===== src/rtl/gx4000_pkg.sv =====
// Shared definitions for the GX4000 .cpr cartridge loader: parser state
// encoding, RIFF/AMS!/cb tag constants, bank geometry and the decoded
// chunk-ID payload.
package gx4000_pkg;

  localparam int unsigned BANK_SIZE   = 16384;
  localparam int unsigned BANK_OFS_W  = 14;
  localparam int unsigned BANK_NUM_W  = 5;
  localparam int unsigned BANK_CNT_W  = 6;
  localparam int unsigned MAX_BANKS   = 32;
  localparam int unsigned ADDR_W      = 23;

  localparam logic [31:0] TAG_RIFF = 32'h5249_4646;  // "RIFF"
  localparam logic [31:0] TAG_AMS  = 32'h414D_5321;  // "AMS!"
  localparam logic [15:0] TAG_CB   = 16'h6362;       // "cb"
  localparam logic [7:0]  ASCII_0  = 8'h30;
  localparam logic [7:0]  ASCII_9  = 8'h39;

  typedef enum logic [3:0] {
    ST_IDLE,
    ST_HDR,
    ST_CHK_ID,
    ST_CHK_LEN,
    ST_DATA,
    ST_PAD,
    ST_SKIP,
    ST_DONE,
    ST_ERR
  } state_t;

  // Decoded chunk ID: valid when the ID is "cbNN" with NN in 00-31.
  typedef struct packed {
    logic                  valid;
    logic [BANK_NUM_W-1:0] num;
  } bank_id_t;

endpackage


===== src/rtl/gx4000_cpr_loader.sv =====
// Streams an Amstrad GX4000 .cpr (RIFF/AMS!) file from the downloader and
// writes every cbNN bank chunk into SDRAM at CART_BASE + bank*16K + offset.
//
// Ports:
//   clk_sys, reset            system clock, async active-high reset
//   ioctl_download/wr/addr/dout  downloader byte stream (addr unused)
//   ioctl_wait                stall while a bank byte is being written
//   mem_addr/data/wr, mem_ack SDRAM byte write, held until acknowledged
//   load_done, load_error     parse result, valid after download falls
//   bank_count                number of completed bank chunks (sat. 32)
module gx4000_cpr_loader
  import gx4000_pkg::*;
#(
  parameter logic [22:0] CART_BASE = 23'h400000
) (
  input  logic                  clk_sys,
  input  logic                  reset,
  input  logic                  ioctl_download,
  input  logic                  ioctl_wr,
  input  logic [24:0]           ioctl_addr,
  input  logic [7:0]            ioctl_dout,
  output logic                  ioctl_wait,
  output logic [ADDR_W-1:0]     mem_addr,
  output logic [7:0]            mem_data,
  output logic                  mem_wr,
  input  logic                  mem_ack,
  output logic                  load_done,
  output logic                  load_error,
  output logic [BANK_CNT_W-1:0] bank_count
);

  // 4-byte tag comparator.
  function automatic logic tag_eq(input logic [31:0] a, input logic [31:0] b);
    return a == b;
  endfunction

  function automatic logic is_digit(input logic [7:0] c);
    return (c >= ASCII_0) && (c <= ASCII_9);
  endfunction

  function automatic bank_id_t parse_bank_id(input logic [31:0] id);
    bank_id_t   r;
    logic [6:0] val;
    val     = 7'(id[15:8] - ASCII_0) * 7'd10 + 7'(id[7:0] - ASCII_0);
    r.valid = (id[31:16] == TAG_CB) && is_digit(id[15:8]) && is_digit(id[7:0])
              && (val <= 7'd31);
    r.num   = BANK_NUM_W'(val);
    return r;
  endfunction

  // Outcome of a download falling edge seen in state st.
  function automatic state_t fall_eval(input state_t st, input logic at_boundary,
                                       input logic have_banks);
    if (st == ST_IDLE || st == ST_DONE || st == ST_ERR) return st;
    else if (st == ST_CHK_ID && at_boundary && have_banks) return ST_DONE;
    else return ST_ERR;
  endfunction

  state_t                state;
  logic                  dl_prev;
  logic                  fall_pending;
  logic [3:0]            byte_cnt;
  logic [23:0]           tag_sr;
  logic [23:0]           len_sr;
  logic [31:0]           len_rem;
  logic                  len_odd;
  logic                  is_bank;
  logic [BANK_NUM_W-1:0] bank;
  logic [BANK_OFS_W-1:0] offset;

  logic                  rise_c, fall_c, byte_c, ack_last_c;
  logic [31:0]           tag_c, len_c;
  bank_id_t              bank_id_c;
  state_t                ack_state_c, ev_cur_c, ev_ack_c;
  logic [BANK_CNT_W-1:0] bank_count_inc_c;
  logic                  unused_addr;

  // The stream order defines byte position; the file offset is not needed.
  assign unused_addr = ^ioctl_addr;

  assign rise_c    = ioctl_download & ~dl_prev;
  assign fall_c    = ~ioctl_download & dl_prev;
  assign byte_c    = ioctl_wr & ioctl_download;
  assign tag_c     = {tag_sr, ioctl_dout};
  assign len_c     = {ioctl_dout, len_sr};   // little-endian accumulate
  assign bank_id_c = parse_bank_id(tag_c);

  // len_rem is already decremented when the byte is accepted.
  assign ack_last_c  = (len_rem == 32'd0);
  assign ack_state_c = !ack_last_c ? ST_DATA : (len_odd ? ST_PAD : ST_CHK_ID);
  assign bank_count_inc_c = (bank_count == BANK_CNT_W'(MAX_BANKS)) ?
                            bank_count : bank_count + BANK_CNT_W'(1);

  assign ev_cur_c = fall_eval(state, byte_cnt == 4'd0, bank_count != '0);
  assign ev_ack_c = fall_eval(ack_state_c, 1'b1, ack_last_c | (bank_count != '0));

  // Parser state machine with registered outputs.
  always_ff @(posedge clk_sys or posedge reset) begin
    if (reset) begin
      state        <= ST_IDLE;
      dl_prev      <= 1'b0;
      fall_pending <= 1'b0;
      byte_cnt     <= '0;
      tag_sr       <= '0;
      len_sr       <= '0;
      len_rem      <= '0;
      len_odd      <= 1'b0;
      is_bank      <= 1'b0;
      bank         <= '0;
      offset       <= '0;
      ioctl_wait   <= 1'b0;
      mem_addr     <= '0;
      mem_data     <= '0;
      mem_wr       <= 1'b0;
      load_done    <= 1'b0;
      load_error   <= 1'b0;
      bank_count   <= '0;
    end else begin
      dl_prev <= ioctl_download;
      if (rise_c) begin
        state        <= ST_HDR;
        fall_pending <= 1'b0;
        byte_cnt     <= '0;
        tag_sr       <= '0;
        len_sr       <= '0;
        len_rem      <= '0;
        len_odd      <= 1'b0;
        is_bank      <= 1'b0;
        bank         <= '0;
        offset       <= '0;
        ioctl_wait   <= 1'b0;
        mem_wr       <= 1'b0;
        load_done    <= 1'b0;
        load_error   <= 1'b0;
        bank_count   <= '0;
      end else if (mem_wr) begin
        // Outstanding write: only the acknowledge (or a deferred fall) matters.
        if (mem_ack) begin
          mem_wr     <= 1'b0;
          ioctl_wait <= 1'b0;
          if (ack_last_c) bank_count <= bank_count_inc_c;
          if (fall_pending || fall_c) begin
            fall_pending <= 1'b0;
            state        <= ev_ack_c;
            if (ev_ack_c == ST_DONE) load_done <= 1'b1;
            if (ev_ack_c == ST_ERR) load_error <= 1'b1;
          end else begin
            state <= ack_state_c;
          end
        end else if (fall_c) begin
          fall_pending <= 1'b1;
        end
      end else if (fall_c || fall_pending) begin
        fall_pending <= 1'b0;
        state        <= ev_cur_c;
        if (ev_cur_c == ST_DONE) load_done <= 1'b1;
        if (ev_cur_c == ST_ERR) load_error <= 1'b1;
      end else if (byte_c) begin
        case (state)
          ST_HDR: begin
            tag_sr   <= tag_c[23:0];
            byte_cnt <= byte_cnt + 4'd1;
            if (byte_cnt == 4'd3 && !tag_eq(tag_c, TAG_RIFF)) begin
              state      <= ST_ERR;
              load_error <= 1'b1;
            end else if (byte_cnt == 4'd11) begin
              byte_cnt <= '0;
              if (tag_eq(tag_c, TAG_AMS)) begin
                state <= ST_CHK_ID;
              end else begin
                state      <= ST_ERR;
                load_error <= 1'b1;
              end
            end
          end
          ST_CHK_ID: begin
            tag_sr <= tag_c[23:0];
            if (byte_cnt == 4'd3) begin
              byte_cnt <= '0;
              is_bank  <= bank_id_c.valid;
              bank     <= bank_id_c.num;
              state    <= ST_CHK_LEN;
            end else begin
              byte_cnt <= byte_cnt + 4'd1;
            end
          end
          ST_CHK_LEN: begin
            len_sr <= len_c[31:8];
            if (byte_cnt == 4'd3) begin
              byte_cnt <= '0;
              len_rem  <= len_c;
              len_odd  <= len_c[0];
              offset   <= '0;
              if (len_c == 32'd0) begin
                state <= ST_CHK_ID;
              end else if (!is_bank) begin
                state <= ST_SKIP;
              end else if (len_c > BANK_SIZE) begin
                state      <= ST_ERR;
                load_error <= 1'b1;
              end else begin
                state <= ST_DATA;
              end
            end else begin
              byte_cnt <= byte_cnt + 4'd1;
            end
          end
          ST_DATA: begin
            mem_wr     <= 1'b1;
            ioctl_wait <= 1'b1;
            mem_addr   <= CART_BASE + ADDR_W'({bank, offset});
            mem_data   <= ioctl_dout;
            offset     <= offset + BANK_OFS_W'(1);
            len_rem    <= len_rem - 32'd1;
          end
          ST_SKIP: begin
            len_rem <= len_rem - 32'd1;
            if (len_rem == 32'd1) state <= len_odd ? ST_PAD : ST_CHK_ID;
          end
          ST_PAD: begin
            state <= ST_CHK_ID;
          end
          default: ;
        endcase
      end
    end
  end

endmodule


===== config.mk =====
export PLATFORM = sky130hd
export DESIGN_NAME = gx4000_cpr_loader
export DESIGN_NICKNAME = d
export VERILOG_FILES = /design/src/rtl/gx4000_pkg.sv /design/src/rtl/gx4000_cpr_loader.sv
export SDC_FILE = /design/constraint.sdc
export NUM_CORES = 1
export LEC_CHECK = 0
export CAP_MARGIN = 0
export CELL_PAD_IN_SITES_DETAIL_PLACEMENT = 1
export CELL_PAD_IN_SITES_GLOBAL_PLACEMENT = 1
export CORE_AREA = 2 2 173 175
export DETAILED_ROUTE_END_ITERATION = 10
export DIE_AREA = 0 0 175 177
export PLACE_DENSITY_LB_ADDON = 0.1
export SLEW_MARGIN = 20
export SYNTH_ARGS = -nofsm -noshare
export SYNTH_HDL_FRONTEND = slang
export SYNTH_SLANG_ARGS = --single-unit

===== constraint.sdc =====
create_clock -name clk_sys -period 5.95 [get_ports clk_sys]
set_clock_uncertainty 0.2 [all_clocks]
set_input_delay 1.785 -clock clk_sys [delete_from_list [all_inputs] [get_ports clk_sys]]
set_output_delay 1.785 -clock clk_sys [all_outputs]
set_load 0.02 [all_outputs]

---- After elaboration in Yosys (flattened, before gate mapping) ----
Cells that the tools add are included.
Widths: inputs -> output; s select.
word-level totals
  flip-flop bits (word level) ............. 152
  bits of input ports ..................... 38
cells by class
  $add $sub $neg .......................... 8
  $mul .................................... 1
  magnitude comparators ................... 6
  eq/ne operators ......................... 44
  muxes and demuxes ....................... 115
  bitwise gates (word level) .............. 9
  reductions and logical operators ........ 56
operators by type and width
  kind                    number
  $mux 24                 10
  $mux 32                 5
  $mux 4                  27
  $mux 14                 5
  $eq 32x31->1 const B    2
  $logic_not 32->1        2
  $pmux 32 s2             1
  $mux 1                  51
  $eq 32x1->1 const B     1
  $gt 32x15->1 const B    1
  $sub 32x1->32 const B   1
  $mux 5                  6
  $mux 6                  5
  $reduce_and 5->1        6
  $eq 4x3->1 const B      7
  $pmux 14 s2             1
  $reduce_bool 3->1       8
  $add 23x19->23 const A  1
  $eq 4x4->1 const B      5
  $ne 5x5->1 const B      4
  $pmux 4 s5              1
  $reduce_and 4->1        5
  $eq 16x15->1 const B    1
  $eq 4x2->1 const B      4
  other kinds (37)        79

---- Longest topological paths before layout ----
  depth in word-level cells ............... 12
  depth in mapped cells ................... 12
  gate-level depth less buffers ........... 12

---- Least setup slack after synthesis ----
Ideal clock, no wire load.
  path kind ............................... in2reg
  from .................................... input ioctl_download
  to ...................................... register tag_sr[18]
  library setup time ...................... 0.135 ns
  data arrival time ....................... 3.690 ns
  path slack .............................. 1.926 ns
  stages on the path ...................... 11
  cells stage by stage .................... inv_1 ha_1 or2_2 clkbuf_1 nor3_1 clkbuf_1 a31oi_1 clkbuf_1 clkbuf_1 nand2_1 o21ai_0
on the way
  cells in the longest elaborated chain, start to end .. 5
  elaborated cells between the ends (all ways) .. 11
RTL lines
  what                               RTL line                  RTL
  start: declaration                 gx4000_cpr_loader.sv:18   input logic ioctl_download,
  $not 1->1                          gx4000_cpr_loader.sv:82   assign fall_c = ~ioctl_download & dl_prev;
  $and 1x1->1                        gx4000_cpr_loader.sv:82
  $logic_or 1x1->1                   gx4000_cpr_loader.sv:153  end else if (fall_c || fall_pending) begin
  $ne 2x2->1 (no source line)        -
  $reduce_and 4->1 (no source line)  -
  end signal: assignment             gx4000_cpr_loader.sv:161  tag_sr <= tag_c[23:0];
  end signal: assignment             gx4000_cpr_loader.sv:177  tag_sr <= tag_c[23:0];
  end: declaration                   gx4000_cpr_loader.sv:63   logic [23:0] tag_sr;
Several ways; a longest one is shown, not always the timed one.
A chain may end at the register's enable or synchronous reset.

---- Worst setup path after layout ----
  from .................................... input ioctl_download
  to ...................................... register len_rem[15]
on the way
  cells in the longest elaborated chain, start to end .. 5
  elaborated cells between the ends (all ways) .. 12
RTL lines
  what                               RTL line                  RTL
  $not 1->1                          gx4000_cpr_loader.sv:82
  $and 1x1->1                        gx4000_cpr_loader.sv:82
  $logic_or 1x1->1                   gx4000_cpr_loader.sv:153
  $ne 2x2->1 (no source line)        -
  $reduce_and 5->1 (no source line)  -
  end signal: assignment             gx4000_cpr_loader.sv:191  len_rem <= len_c;
  end signal: assignment             gx4000_cpr_loader.sv:214  len_rem <= len_rem - 32'd1;
  end signal: assignment             gx4000_cpr_loader.sv:217  len_rem <= len_rem - 32'd1;
  end: declaration                   gx4000_cpr_loader.sv:65   logic [31:0] len_rem;
Several ways; a longest one is shown, not always the timed one.

==> impl_metrics.py <==
metrics = {
    "clock_network": {
        "cts_tree": "done",
        "clkLatencyLatePin_ns": 0.45,
        "cts_resized": 0,
        "clock-sinks": 149,
        "cts_buffer_depth": 2,
        "cts_setup_buffers": 0,
        "cts.reportedPaths.clkPinSlew_ns": 0.07,
        "root_buffer": "clkbuf_16",
        "htree_levels": 4,
        "cts_buffers": 17,
        "hold_buffers": 0,
    },
    "timing": {
        "period_minus_slack_ns": 4.61,
        "post-route-worst-setup-slack_ns": 1.34,
        "timing.slew.headroom": 0.348,
        "post-route-period-util": 0.775,
        "max_slew.worst_pin.slew_ns": 0.978,
        "hold_viol": 0,
        "setup_tns_ns": 0,
        "fmax_ghz": 0.217,
        "drv_slew": 0,
        "rsz0062_at_grt": "false",
        "setup_violations": 0,
    },
    "die": {
        "die_area_mm2": 0.0310,
        "initial_utilization": 0.277,
        "rows": 63,
        "io_pins": 79,
        "die-height_um": 177,
        "core-area_mm2": 0.0292,
        "die_w_um": 175,
    },
    "yosys": {
        "synth_cell_types": 63,
        "synth_flop_cell": "dfrtp_1",
        "synth_edf_count": 0,
        "avgSynthCellArea_um2": 8.94,
        "ys_ff_latch": 149,
        "async_flop_share": 1.00,
        "ys_seq_area_frac": 0.461,
        "synth_area_mm2": 0.00809,
        "synth_warnings": 0,
        "synthCells": 905,
    },
    "grt": {
        "grt_max_degree": 150,
        "antenna_found_initial": 0,
        "globalRouteMet1Util": 0.243,
        "grt_pass1_wl_um": 42200,
        "grt_pass1_vias": 7227,
        "gr-usage-met3": 0.0337,
        "busiest_layer": "met2",
        "grt_overflow": 0,
        "grtUsageTotal": 0.177,
        "grt_util_met2": 0.280,
    },
    "route": {
        "wl_per_cell_um": 19.4,
        "drt_iter0_drc": 282,
        "vias_per_cell": 5.09,
        "routed_wl_um": 26100,
        "firstDrtPassIters": 4,
        "num_vias": 6844,
        "drc": 0,
        "final_antenna_net_count": 0,
    },
    "pwr": {
        "p_seq_frac": 0.368,
        "power-per-cell-area_mw_per_mm2": 397,
        "pwr-share-comb": 0.344,
        "power_mw": 3.84,
        "power.leakage_nw": 4.13,
        "ir_worst_vdd_mv": 0.206,
        "power_switching_mw": 1.57,
        "clockPowerShare": 0.288,
        "p_int_mw": 2.27,
        "switching_share": 0.409,
    },
    "place": {
        "hpwl_um": 17900,
        "place.gp.congestion": 0.767,
        "place_ws_ns": 0.797,
        "io_buffers": 50,
    },
    "finish": {
        "n_fill_cell": 3354,
        "area_delta_synth_final_pct": 19.9,
        "final_util": 0.331,
        "multi_input_area_mm2": 0.00409,
        "final_common_cell": "dfrtp_1",
        "drive_gt1_frac": 0.101,
        "fin_nets": 1007,
        "layout_common_cells": "dfrtp_1 (149), nand2_1 (141), o21ai_0 (108), nor2_1 (64), a21oi_1 (51)",
        "regArea_mm2": 0.00373,
        "n_antenna_cell": 0,
    },
    "setup_path": {
        "crit_type": "in2reg",
        "start_kind": "input pin",
        "path_max_fanout": 13,
        "arrival_ns": 4.78,
        "crit_required_ns": 6.11,
        "worstSetupEndpointType": "register",
        "rrSetupSlack_ns": 2.45,
    },
    "min_path": {
        "hold_path.class": "reg2reg",
    },
    "outcome": {
        "outcome": "complete, no violations",
    },
    "flow_run": {
        "drv_cap": 0,
    },
}
==> cell type report <==
| type | instances | area share |
|---|---|---|
| inverter | 28 | 0.0112 |
| timing repair buffer | 69 | 0.0710 |
| sequential | 149 | 0.385 |
| clock inverter | 14 | 0.0160 |
| tap | 390 | 0.0503 |
| clock buffer | 18 | 0.0453 |
| multi-input combinational | 676 | 0.422 |
==> cell families (layout without fill, tap and decap cells) <==
logic type,count (synthesis),in the layout,share of synthesized area
multiplexers,30,30,0.0413
AO/OA/AOI/OAI,213,213,0.151
XOR/XNOR,27,27,0.0292
AND/OR/NAND/NOR,375,375,0.233
other,1,3,0.000464
adder cells (fa/ha/maj),28,28,0.0452
flip-flops,149,149,0.461
buffers and inverters,82,129,0.0396
==> stage by stage <==
stage	instances	hold WS [ns]	instance area, µm²
2_1_floorplan	907	0.242	8100
4_1_cts	1343	0.281	9660
3_3_place_gp	1311	0.252	9070
5_1_grt	1344	0.320	9690
3_5_place_dp	1311	0.259	9070
6_report	1344	0.272	9690
==> power groups by stage <==
| stage | clock (mW) | sequential (mW) | combinational [mW] |
|---|---|---|---|
| after floorplan | 0 | 1.39 | 0.874 |
| after global placement | 0 | 1.44 | 1.33 |
| after detailed placement | 0 | 1.44 | 1.33 |
| after CTS | 1.14 | 1.42 | 1.34 |
| after global routing | 1.18 | 1.45 | 1.49 |
| final | 1.11 | 1.42 | 1.32 |
==> worst max-delay path, cell delays in order <==
cell             delay [ns]
clkdlybuf4s50_1        0.60
inv_1                  0.07
ha_1                   0.22
or2_2                  0.38
nor3_2                 0.52
a21oi_1                0.47
buf_4                  0.34
nor3_1                 0.18
a21oi_1                0.05
o21ai_0                0.14
==> synthesized netlist by cell type, types with 5 or more instances <==
cell / instances / share of area
nor3_1: 37 / 0.023
o21ai_0: 108 / 0.067
nor3b_1: 9 / 0.0084
nor2_1: 64 / 0.030
a21o_1: 6 / 0.0056
ha_1: 26 / 0.040
nand4_1: 29 / 0.022
a21oi_1: 53 / 0.033
xor2_1: 8 / 0.0087
or3_1: 14 / 0.011
nor4_1: 19 / 0.015
inv_1: 28 / 0.013
dfrtp_1: 149 / 0.46
xnor2_1: 19 / 0.021
clkbuf_1: 48 / 0.022
and4_1: 6 / 0.0065
mux2_2: 27 / 0.038
nand2_1: 141 / 0.065
or4_1: 7 / 0.0065
o31ai_1: 6 / 0.0056
nand3_1: 10 / 0.0062
a22oi_1: 5 / 0.0046
==> routing by layer <==
metal	wire length, µm	up-vias
met4	456	0
met3	732	26
li1	-	3308
met1	13000	3441
met2	12000	69
met5	0	-
==> final timing paths <==
check                      depth (start not counted)                      from                        to
setup / recovery                                  10            ioctl_download   len_rem[15]$_DFFE_PP0P_
hold / removal                                     1  mem_addr[22]$_DFFE_PP0P_  mem_addr[22]$_DFFE_PP0P_
setup reg to reg                                   8    len_rem[0]$_DFFE_PP0P_   len_rem[30]$_DFFE_PP0P_
hold reg to reg                                    1  mem_addr[22]$_DFFE_PP0P_  mem_addr[22]$_DFFE_PP0P_
max in group asynchronous                          3                     reset   len_rem[23]$_DFFE_PP0P_
min in group asynchronous                          3                     reset    len_rem[0]$_DFFE_PP0P_
==> registers in the layout, indices dropped and copies added (netlist names), 5 cells and up <==
name and count:
bank 5, bank_count 6, len_rem 32, tag_sr 24, mem_data 8, len_sr 24, offset 14, mem_addr 20
Power figures use the tool's default switching activity.
